`src/rtl/detector_jogada_pkg.sv`:
```
// Shared definitions for the play detector: default sizes and FSM state codes.
package detector_jogada_pkg;

   localparam int WIDTH_DEF    = 4;
   localparam int DEBOUNCE_DEF = 3;

   // Codes are visible on db_estado, so they are fixed explicitly.
   typedef enum logic [2:0] {
      OCIOSO        = 3'd0,
      FILTRA        = 3'd1,
      REGISTRA      = 3'd2,
      ESPERA_SOLTAR = 3'd3,
      FILTRA_SOLTAR = 3'd4
   } estado_t;

endpackage

```
`src/rtl/detector_jogada_sincronizador.sv`:
```
// Two-flop synchroniser for asynchronous level inputs (switches, buttons).
module detector_jogada_sincronizador #(
   parameter int WIDTH = 4
) (
   input  logic             clock,
   input  logic             reset,
   input  logic [WIDTH-1:0] d,
   output logic [WIDTH-1:0] q
);

   logic [WIDTH-1:0] meta;

   // Two-stage capture; meta may go metastable, q is the settled copy.
   always_ff @(posedge clock or negedge reset) begin
      if (!reset) begin
         meta <= '0;
         q    <= '0;
      end else begin
         meta <= d;
         q    <= meta;
      end
   end

endmodule

```
`src/rtl/detector_jogada.sv`:
```
// Player switch conditioner: synchronises and debounces the switches, accepts
// only one-hot plays, emits one tem_jogada pulse per press and requires a
// debounced release before the next play.
//
// state         | meaning
// OCIOSO        | idle, waiting for a non-zero pattern while habilita
// FILTRA        | pattern must stay equal to cand for DEBOUNCE_CYCLES samples
// REGISTRA      | one cycle: capture (one-hot) or reject (not one-hot)
// ESPERA_SOLTAR | waiting for all switches to read zero
// FILTRA_SOLTAR | zero must persist DEBOUNCE_CYCLES samples before idling
module detector_jogada
   import detector_jogada_pkg::*;
#(
   parameter int WIDTH           = WIDTH_DEF,
   parameter int DEBOUNCE_CYCLES = DEBOUNCE_DEF
) (
   input  logic             clock,
   input  logic             reset,
   input  logic             habilita,
   input  logic             limpa,
   input  logic [WIDTH-1:0] chaves,
   output logic [WIDTH-1:0] jogada_feita,
   output logic             tem_jogada,
   output logic             jogada_invalida,
   output logic [2:0]       db_estado
);

   localparam int CNT_W = $clog2(DEBOUNCE_CYCLES + 1);
   localparam logic [CNT_W-1:0] CNT_MAX = CNT_W'(DEBOUNCE_CYCLES);
   localparam logic [CNT_W-1:0] CNT_ONE = CNT_W'(1);

   estado_t          estado, estado_next;
   logic [CNT_W-1:0] cnt, cnt_next;
   logic [WIDTH-1:0] cand, cand_next;
   logic [WIDTH-1:0] s;
   logic             cand_onehot;

   detector_jogada_sincronizador #(.WIDTH(WIDTH)) u_sinc (
      .clock (clock),
      .reset (reset),
      .d     (chaves),
      .q     (s)
   );

   assign cand_onehot = $onehot(cand);
   assign db_estado   = estado;

   // State, debounce counter and candidate pattern registers.
   always_ff @(posedge clock or negedge reset) begin
      if (!reset) begin
         estado <= OCIOSO;
         cnt    <= '0;
         cand   <= '0;
      end else begin
         estado <= estado_next;
         cnt    <= cnt_next;
         cand   <= cand_next;
      end
   end

   // Next-state logic and Moore strobes (decoded only from registered state).
   always_comb begin
      estado_next     = estado;
      cnt_next        = cnt;
      cand_next       = cand;
      tem_jogada      = 1'b0;
      jogada_invalida = 1'b0;
      case (estado)
         OCIOSO: begin
            if (habilita && (s != '0)) begin
               cand_next   = s;
               cnt_next    = CNT_ONE;
               estado_next = FILTRA;
            end
         end
         FILTRA: begin
            if (!habilita || (s == '0)) begin
               estado_next = OCIOSO;
            end else if (s != cand) begin
               cand_next = s;
               cnt_next  = CNT_ONE;
            end else if (cnt >= CNT_MAX) begin
               estado_next = REGISTRA;
            end else begin
               cnt_next = cnt + CNT_ONE;
            end
         end
         REGISTRA: begin
            tem_jogada      = cand_onehot;
            jogada_invalida = !cand_onehot;
            estado_next     = ESPERA_SOLTAR;
         end
         ESPERA_SOLTAR: begin
            // habilita is deliberately ignored so a held switch cannot re-fire.
            if (s == '0) begin
               cnt_next    = CNT_ONE;
               estado_next = FILTRA_SOLTAR;
            end
         end
         FILTRA_SOLTAR: begin
            if (s != '0) begin
               estado_next = ESPERA_SOLTAR;
            end else if (cnt >= CNT_MAX) begin
               estado_next = OCIOSO;
            end else begin
               cnt_next = cnt + CNT_ONE;
            end
         end
         default: begin
            estado_next = OCIOSO;
         end
      endcase
   end

   // Stored play; limpa wins over a capture in the same cycle.
   always_ff @(posedge clock or negedge reset) begin
      if (!reset) begin
         jogada_feita <= '0;
      end else if (limpa) begin
         jogada_feita <= '0;
      end else if (tem_jogada) begin
         jogada_feita <= cand;
      end
   end

endmodule

```
`config.mk`:
```
export PLATFORM = sky130hd
export DESIGN_NAME = detector_jogada
export DESIGN_NICKNAME = d
export VERILOG_FILES = /design/src/rtl/detector_jogada_pkg.sv /design/src/rtl/detector_jogada_sincronizador.sv /design/src/rtl/detector_jogada.sv
export SDC_FILE = /design/constraint.sdc
export NUM_CORES = 1
export LEC_CHECK = 0
export ABC_AREA = 1
export CAP_MARGIN = 10
export CORE_ASPECT_RATIO = 0.6
export CORE_MARGIN = 8
export CORE_UTILIZATION = 50
export DETAILED_ROUTE_END_ITERATION = 8
export HOLD_SLACK_MARGIN = 0.1
export PLACE_DENSITY = 0.73
export SLEW_MARGIN = 10
export SYNTH_ARGS = -nofsm -noshare
export SYNTH_HDL_FRONTEND = slang
export SYNTH_SLANG_ARGS = --single-unit
```
`constraint.sdc`:
```
create_clock -name clock -period 2.5 [get_ports clock]
set_input_delay 0.625 -clock clock [delete_from_list [all_inputs] [get_ports clock]]
set_output_delay 0.625 -clock clock [all_outputs]
set_load 0.01 [all_outputs]
```
==> results.txt <==
Die width: 76.0 um
Wirelength per Cell: 11.6 um
Peak supply drop: 0.537 mV
Fill cells: 172
H-tree Lvls: 1
Top FF cell, synth: dfrtp_1
Unrepaired setup endpoints after global routing: yes
Register Area: 526 um2
Synth Register Bits: 21
CP Class: reg2out
Via/cell ratio: 4.75
DRC viols: 0
Worst Hold Class: reg2reg
Routed Antenna Nets: 0
DR iter-0 viols: 56
Crit path max fanout: 2
Worst Skew: 0.0102 ns
Drt pass-1 iters: 4
Final period utilization: 109%
Core Box Area: 2100 um2
Number of max-cap violations: 0
Mux share of post-synthesis cell area: 0%
Measured slew at the worst slew-check pin: 0.498 ns
Post-synth cell types: 20
DR top layer: met4
Startpoint Class: flip-flop
Final nets: 175
Mean post-synth cell area: 8.07 um2
CTS hold repair buffers: 0
Placed Area: 1310 um2
Setup crit end kind: output port
Starting Density: 51.5%
I/O Buffers: 16
Power per cell area: 1150 nW/um2
Routed WL: 2.24 mm
Async S/R FF share, synth: 100%
Slowest cell on crit path: fa_1
Area Overhead vs Synth: 31.8%
Metal3 WL: 148 um
Largest net degree at the start of global routing: 22
Most common cell in the synthesized netlist: nand2_1
GRT Util Overall: 12.8%
I/O pin cnt: 17
GPL Wtd Cong: 0.838
CTS clk-pin slew, worst paths: 0.11 ns
Vias in the first global route: 917
Rel. slew slack: 66.5%
Finished Layout Cells: 193
Post-Synthesis Cells: 134
Footprint of the multi-input gates: 518 um2
DPL Wire Length: 1.65 mm
Warnings, synthesis: 0
CTS tree: done
Leak: 0.727 nW
GR Overflow Total: 0
Final Setup Violations: 2
First-pass GRT wire length: 4.11 mm
Ant diodes: 0
Net Count, Synth: 145
CP required: 1.88 ns
Top cells by count, synth: nand2_1, dfrtp_1, inv_1, nor2_1, nand3_1
Final Hold Viols: 0
Slew Limit Fails: 0
Status: complete, but fails checks
Met2 wire len: 965 um
CTS Buf Count: 3
Sink Count: 21
Initial antenna violation count: 0
DP Cell Count: 184
TNS Setup: -0.383 ns
Clock Path Buffers: 2
Fmax: 367 MHz
Worst setup margin: -0.225 ns
Ranking of synthesized cells by area: dfrtp_1, nand2_1, inv_1, nor2_1, nor2_4
Synth Cell Area: 1080 um2
Adder-cell share of the synthesized area: 4.17%
WP data arrival: 2.10 ns
Die H: 52.0 um
M1 WL: 1.11 mm
Worst-Skew Late Latency: 0.30 ns
# rows: 13
Crit path cell chain: inv_2 -> fa_1 -> inv_2 -> ha_4 -> ha_4 -> nor2_4 -> nand2_2 -> nor2_4 -> buf_6
Post-Synth Simple-Gate Area: 32.3%
Die area: 3950 um2
Synth Area in Compound Gates: 6.25%
Post-route cell area: 1430 um2
Violated checks: setup timing
Post-Synth XOR/XNOR Area: 0%
Slowest stage delay, CP: 0.54 ns
Share of the synthesized area in the top cell type: 48.6%
Share of cells above drive strength 1: 23.3%
EDFF count, synth: 0
Min Tclk post-route: 2.72 ns
Vias post-DR: 916
Largest family of logic cells by synthesized area: simple AND/OR/NAND/NOR gates
Root Buffer: clkbuf_4
Post-synthesis sequential area ratio: 48.6%
Post-synth top area cell: dfrtp_1
cell type report:
type,instances,area share [%]
Sequential cell,21,36.9
Clock buffer,4,1.84
Tap cell,30,2.63
Multi-Input combinational cell,88,36.3
Timing Repair Buffer,25,15.7
Inverter,25,6.58
cell usage in the layout, fill, tap and decap left out:
cell / instances
o22ai_2: 1
nand4_1: 4
nand3_2: 1
nand2_1: 41
inv_2: 7
ha_4: 2
nand3_1: 6
or2_2: 1
nand3b_1: 1
nand2_4: 3
clkbuf_4: 3
o21a_1: 1
clkdlybuf4s50_1: 14
fa_1: 1
clkbuf_1: 1
o21ai_1: 4
nand2_2: 4
o21ai_0: 2
buf_4: 9
dfrtp_1: 21
buf_6: 1
nor2_4: 5
buf_2: 1
a21oi_1: 1
inv_1: 18
o22ai_1: 3
nor2_1: 7
stage by stage:
step           power (mW)  util (%)  hold slack, ns  setup WS, ns
6_report             1.64      67.9           0.358        -0.225
5_1_grt              1.80      67.9           0.379        -0.325
4_1_cts              1.56      65.9           0.359        -0.263
3_5_place_dp         1.26      62.4           0.335        -0.439
3_3_place_gp         1.24      62.4           0.332        -0.388
2_1_floorplan        1.02         -           0.329         0.103
kinds of logic after synthesis:
logic type,Yosys count
compound gates,12
simple gates,73
fa+ha+maj,3
flops,21
buf+inv,25
critical path, delay by kind of cell (launching register included):
family / cells / cell delay (ns)
simple gates: 3 / 0.27
flops: 1 / 0.38
buf+inv: 3 / 0.21
fa+ha+maj: 3 / 0.93
per-layer routing:
metal	vias to the layer above	GRT usage, %
li1	474	-
met1	412	15.9
met2	26	20.8
met3	4	5.15
met4	0	1.94
met5	-	0
report_power, final:
part           leakage (nW)  internal, mW  switching [mW]
clock                0.0150        0.0622          0.0963
sequential            0.262         0.418          0.0636
combinational         0.450         0.432           0.570
total                 0.727         0.912           0.730
path summary, 6_finish.rpt:
path                                startpoint               to  slack (ns)  depth (start not counted)
worst max-delay path                   cand[3]       tem_jogada       -0.22                          9
worst min-delay path            u_sinc.meta[3]      u_sinc.q[3]        0.36                          0
worst max register to register         cand[3]  jogada_feita[2]        0.13                         14
worst min register to register  u_sinc.meta[3]      u_sinc.q[3]        0.36                          0
max in group asynchronous                reset      u_sinc.q[2]        1.64                          2
min in group asynchronous                reset          cand[3]        0.65                          2
registers in the layout (all words and copies together), names as in the netlist:
signal,count
cand,4
jogada_feita,4
u_sinc.meta,4
u_sinc.q,4
db_estado,3
cnt,2
timing repair:
action / CTS / global route
endpoints found under the setup margin: 2 / 6
resized for setup: 16 / 7
pin swaps: 5 / 2
setup buffers: 4 / 1
cloned: 0 / 0
(Power assumes the default switching activity.)
